==> src/rtl/regfile_alu_seq.sv <==
// regfile_alu_seq: four-phase IDLE/RR/EX/WB command sequencer producing the operand-read, result-latch and write-back strobes
//   inputs : clk, rst (async, active-high), cmd_valid, cmd_op[3:0], cmd_addr_a/b[4:0], cmd_waddr[4:0], cmd_wb, step (SEQ_STEP_EN only)
//   outputs: cmd_ready, ALU_OP[3:0], R_Addr_A/B[4:0], W_Addr[4:0], rr_en, f_en, wb_en, busy, done, op_cnt[CNT_W-1:0]
//   SEQ_STEP_EN: when defined, RR/EX/WB advance (and fire their strobe) only on cycles with step=1
module regfile_alu_seq #(
  parameter int CNT_W = 8
) (
  input  logic             clk,
  input  logic             rst,
  input  logic             cmd_valid,
  output logic             cmd_ready,
  input  logic [3:0]       cmd_op,
  input  logic [4:0]       cmd_addr_a,
  input  logic [4:0]       cmd_addr_b,
  input  logic [4:0]       cmd_waddr,
  input  logic             cmd_wb,
`ifdef SEQ_STEP_EN
  input  logic             step,
`endif
  output logic [3:0]       ALU_OP,
  output logic [4:0]       R_Addr_A,
  output logic [4:0]       R_Addr_B,
  output logic [4:0]       W_Addr,
  output logic             rr_en,
  output logic             f_en,
  output logic             wb_en,
  output logic             busy,
  output logic             done,
  output logic [CNT_W-1:0] op_cnt
);
  typedef enum logic [1:0] {IDLE, RR, EX, WB} state_t;
  state_t state, state_nx;
  logic adv, accept, wb_q;
`ifdef SEQ_STEP_EN
  assign adv = step;
`else
  assign adv = 1'b1;
`endif
  // strobes come straight from the registered state, so an async reset kills them in the same cycle
  always_comb begin
    cmd_ready = (state == IDLE) || (state == WB && adv);
    accept    = cmd_valid && cmd_ready;
    rr_en     = state == RR && adv;
    f_en      = state == EX && adv;
    done      = state == WB && adv;
    wb_en     = done && wb_q && W_Addr != 5'd0;
    busy      = state != IDLE;
    state_nx  = state == IDLE ? (accept ? RR : IDLE) :
                state == RR   ? (adv ? EX : RR) :
                state == EX   ? (adv ? WB : EX) :
                                (adv ? (accept ? RR : IDLE) : WB);
  end
  always_ff @(posedge clk or posedge rst)
    if (rst) state <= IDLE;
    else     state <= state_nx;
  always_ff @(posedge clk or posedge rst)
    if (rst) begin
      ALU_OP   <= '0;
      R_Addr_A <= '0;
      R_Addr_B <= '0;
      W_Addr   <= '0;
      wb_q     <= 1'b0;
    end else if (accept) begin
      ALU_OP   <= cmd_op;
      R_Addr_A <= cmd_addr_a;
      R_Addr_B <= cmd_addr_b;
      W_Addr   <= cmd_waddr;
      wb_q     <= cmd_wb;
    end
  always_ff @(posedge clk or posedge rst)
    if (rst)       op_cnt <= '0;
    else if (done) op_cnt <= op_cnt + 1'b1;
endmodule

==> config.mk <==
export PLATFORM = sky130hd
export DESIGN_NAME = regfile_alu_seq
export DESIGN_NICKNAME = d
export VERILOG_FILES = /design/src/rtl/regfile_alu_seq.sv
export SDC_FILE = /design/constraint.sdc
export NUM_CORES = 1
export LEC_CHECK = 0
export CAP_MARGIN = 20
export CORE_AREA = 3 3 58 60
export DETAILED_ROUTE_END_ITERATION = 12
export DIE_AREA = 0 0 61 63
export PLACE_DENSITY = 0.92
export RECOVER_POWER = 100
export SETUP_SLACK_MARGIN = 0.3
export SLEW_MARGIN = 20
export SYNTH_ARGS = -nofsm -noshare
export SYNTH_HDL_FRONTEND = slang
export SYNTH_SLANG_ARGS = --single-unit
==> constraint.sdc <==
create_clock -name clk -period 3.8 [get_ports clk]
set_input_delay 1.14 -clock clk [delete_from_list [all_inputs] [get_ports clk]]
set_output_delay 1.14 -clock clk [all_outputs]
set_load 0.05 [all_outputs]
==> summary.txt <==
Logic synthesis
  • Post-synth EDFFs: 0
  • Yosys reg bits: 30
  • Post-synth top area cell: dfrtp_1
  • Mapped Nets: 112
  • Synth top area share: approximately three fifths
  • Ys flop type: dfrtp_1
  • Total of warnings raised by yosys: 0
  • Yosys cell types: 17
  • Post-synth top cells: dfrtp_1, mux2_2, ha_1, inv_1
  • Top post-synthesis cells by area: dfrtp_1, mux2_2, ha_1
  • Synthesized instance count: 84
  • Async SR Flop Fraction: 100%
  • Most common cell in the netlist: dfrtp_1
  • Post-Syn Area per Cell: between 10 and 15 um2
  • Synthesized cell area: around 0.0012 mm2
  • Sequential area share after synthesis: 61.0%

Setup path
  • Startpoint types: flop
  • Critical Path AT: 2190 ps
  • Crit end category: output port
  • Worst path slowest cell: dlygate4sd3_1
  • Largest fanout on the critical path: 3
  • Critical Path RT: 2660 ps
  • Worst Path Class, Setup: reg2out
  • Cell Chain, Critical Path: or3_1 > o311a_2 > dlygate4sd3_1
  • CP peak stage delay: around 760 ps

Route
  • Routed via count: 885
  • DR pass1 iterations: 2
  • First DRT Iteration DRCs: 45
  • ANT nets after route: 0
  • Post-detailed-route via-to-cell ratio: around 5
  • WL final: around 2700 um
  • DRC: 0
  • WL/cell: 14.9 um

Timing
  • FMAX: between 300 and 400 MHz
  • Setup Skew: roughly 10 ps
  • Setup TNS: 0 ps
  • Final Cycle Share: ~90%
  • RSZ-0062 raised after global routing: no
  • Worst Tran Pin Value: 1130 ps
  • # setup viols final: 0
  • Post-layout min period: about 3300 ps
  • Slew Limit Fails: 0
  • Slew headroom: 24.3%
  • Hold Fails Final Rpt: 0

Global routing
  • Gr usage total: 16.1%
  • Largest net degree at the start of global routing: 31
  • Global-route wire length before repair: approximately 4600 um
  • Final global-route overflow total: 0
  • Vias in the first global route: between 1000 and 1500
  • Initial antenna violation count: 0

Layout
  • Layout cells sized above 1: 20.5%
  • # fillers: 235
  • NumNets Final: 173
  • Area delta synth->final: 55.5%
  • Diodes inserted: 0

Floorplanning
  • Cell row count: 20
  • Core ar.: ~0.0030 mm2
  • Io pins: between 50 and 60
  • Die X-Extent: roughly 60 um
  • Initial Util: approximately two fifths
  • DIE AREA: a little under 0.004 mm2
  • DIE HEIGHT: 63 um

CTS
  • CTS tree: yes
  • Clk slew on worst S/H paths: around 100 ps
  • Hold_buf cts: 0
  • Clock Latency Late Sink: approximately 320 ps
  • Deepest level of the CTS H-tree: 2
  • Post_cts resized: 0
  • Postcts setup bufs: 0
  • Worst-case clock buffer depth: 2
  • Root buf cell: clkbuf_4
  • CTS buffer count: 5
  • TritonCTS Sinks: 30

Placed design
  • Port Buffers: 55
  • RD Place Congestion: a little under 0.8
  • Final HPWL DP: a little over 2000 um

Run status
  • Outcome: finished clean

Flow run
  • Max Cap Viol: 0

Min path
  • Hold/Removal Path Class: reg2reg
[cells in the final DEF, fill, tap and decap left out]
| cell type | count |
|---|---|
| mux2_1 | 1 |
| a21oi_1 | 2 |
| clkbuf_1 | 1 |
| mux2_2 | 20 |
| bufinv_16 | 2 |
| clkbuf_8 | 1 |
| nor2b_2 | 1 |
| clkbuf_4 | 5 |
| dfrtp_1 | 30 |
| nand2_1 | 4 |
| dlygate4sd3_1 | 35 |
| nor2_1 | 2 |
| inv_1 | 5 |
| xnor2_1 | 3 |
| clkdlybuf4s50_1 | 20 |
| nor3_1 | 1 |
| ha_1 | 5 |
| nand4_1 | 2 |
| o311a_2 | 1 |
| or3_1 | 1 |
| xor2_1 | 4 |
[layer usage]
| metal | vias up | GRT usage (%) | routed length (um) |
|---|---|---|---|
| li1 | 410 | - | - |
| met1 | 435 | 17.9 | 1110 |
| met2 | 36 | 27.4 | 1410 |
| met3 | 4 | 3.72 | 111 |
| met4 | 0 | 8.67 | 30 |
| met5 | - | 0 | 0 |
[per-stage QoR]
step / instances / worst slack, ps / util [%] / hold WS (ps) / instance area, um2
floorplan: 84 / 1230 / - / 481 / 1230
global placement: 171 / 880 / 61.0 / 457 / 1820
detailed placement: 171 / 866 / 61.0 / 457 / 1820
CTS: 179 / 489 / 64.7 / 475 / 1930
global route: 179 / 415 / 64.2 / 490 / 1910
finish: 179 / 470 / 64.2 / 463 / 1910
[final timing paths]
check                                       from                       to  slack [ps]  cells past startpoint
min in group asynchronous                    rst  R_Addr_B[0]$_DFFE_PP0P_        1530                      2
max                        W_Addr[0]$_DFFE_PP0P_                    wb_en         470                      3
min                        op_cnt[7]$_DFFE_PP0P_    op_cnt[7]$_DFFE_PP0P_         460                      1
max in group asynchronous                    rst       state[0]$_DFF_PP0_        1570                      2
max reg2reg                   state[0]$_DFF_PP0_    ALU_OP[1]$_DFFE_PP0P_        1500                      5
min reg2reg                op_cnt[7]$_DFFE_PP0P_    op_cnt[7]$_DFFE_PP0P_         460                      1
[logic make-up (layout without fill, tap and decap cells)]
logic type	after synthesis	in the layout	synth area share, %
flops	30	30	61.0
mux	21	21	19.2
simple gates	11	11	5.19
xor+xnor	7	7	4.98
buf+inv	7	69	2.75
fa+ha+maj	5	5	5.09
compound gates	3	3	1.73
[registers in the layout, indices dropped and copies added (netlist names)]
name and cells:
state 2, R_Addr_A 5, R_Addr_B 5, ALU_OP 4, wb_q 1, W_Addr 5
op_cnt 8
[critical path, delay by kind of cell, from the launching register on]
kind,cells,cell delay [ps]
buffers and inverters,1,760
flip-flops,1,390
AND/OR/NAND/NOR,1,380
AO/OA/AOI/OAI,1,330
[layout make-up]
cell class / instances / area [um2] / area share [%]
Clock buffer: 6 / 51.3 / 2.68
Clock inverter: 2 / 60.1 / 3.14
Inverter: 5 / 18.8 / 0.981
Multi-Input combinational cell: 47 / 437 / 22.8
Sequential cell: 30 / 751 / 39.2
Tap cell: 33 / 41.3 / 2.16
Timing Repair Buffer: 56 / 554 / 29.0
Power is left out: the tool's default activity adds up to more than one toggle a clock period on the data nets, which glitch-free logic cannot reach.
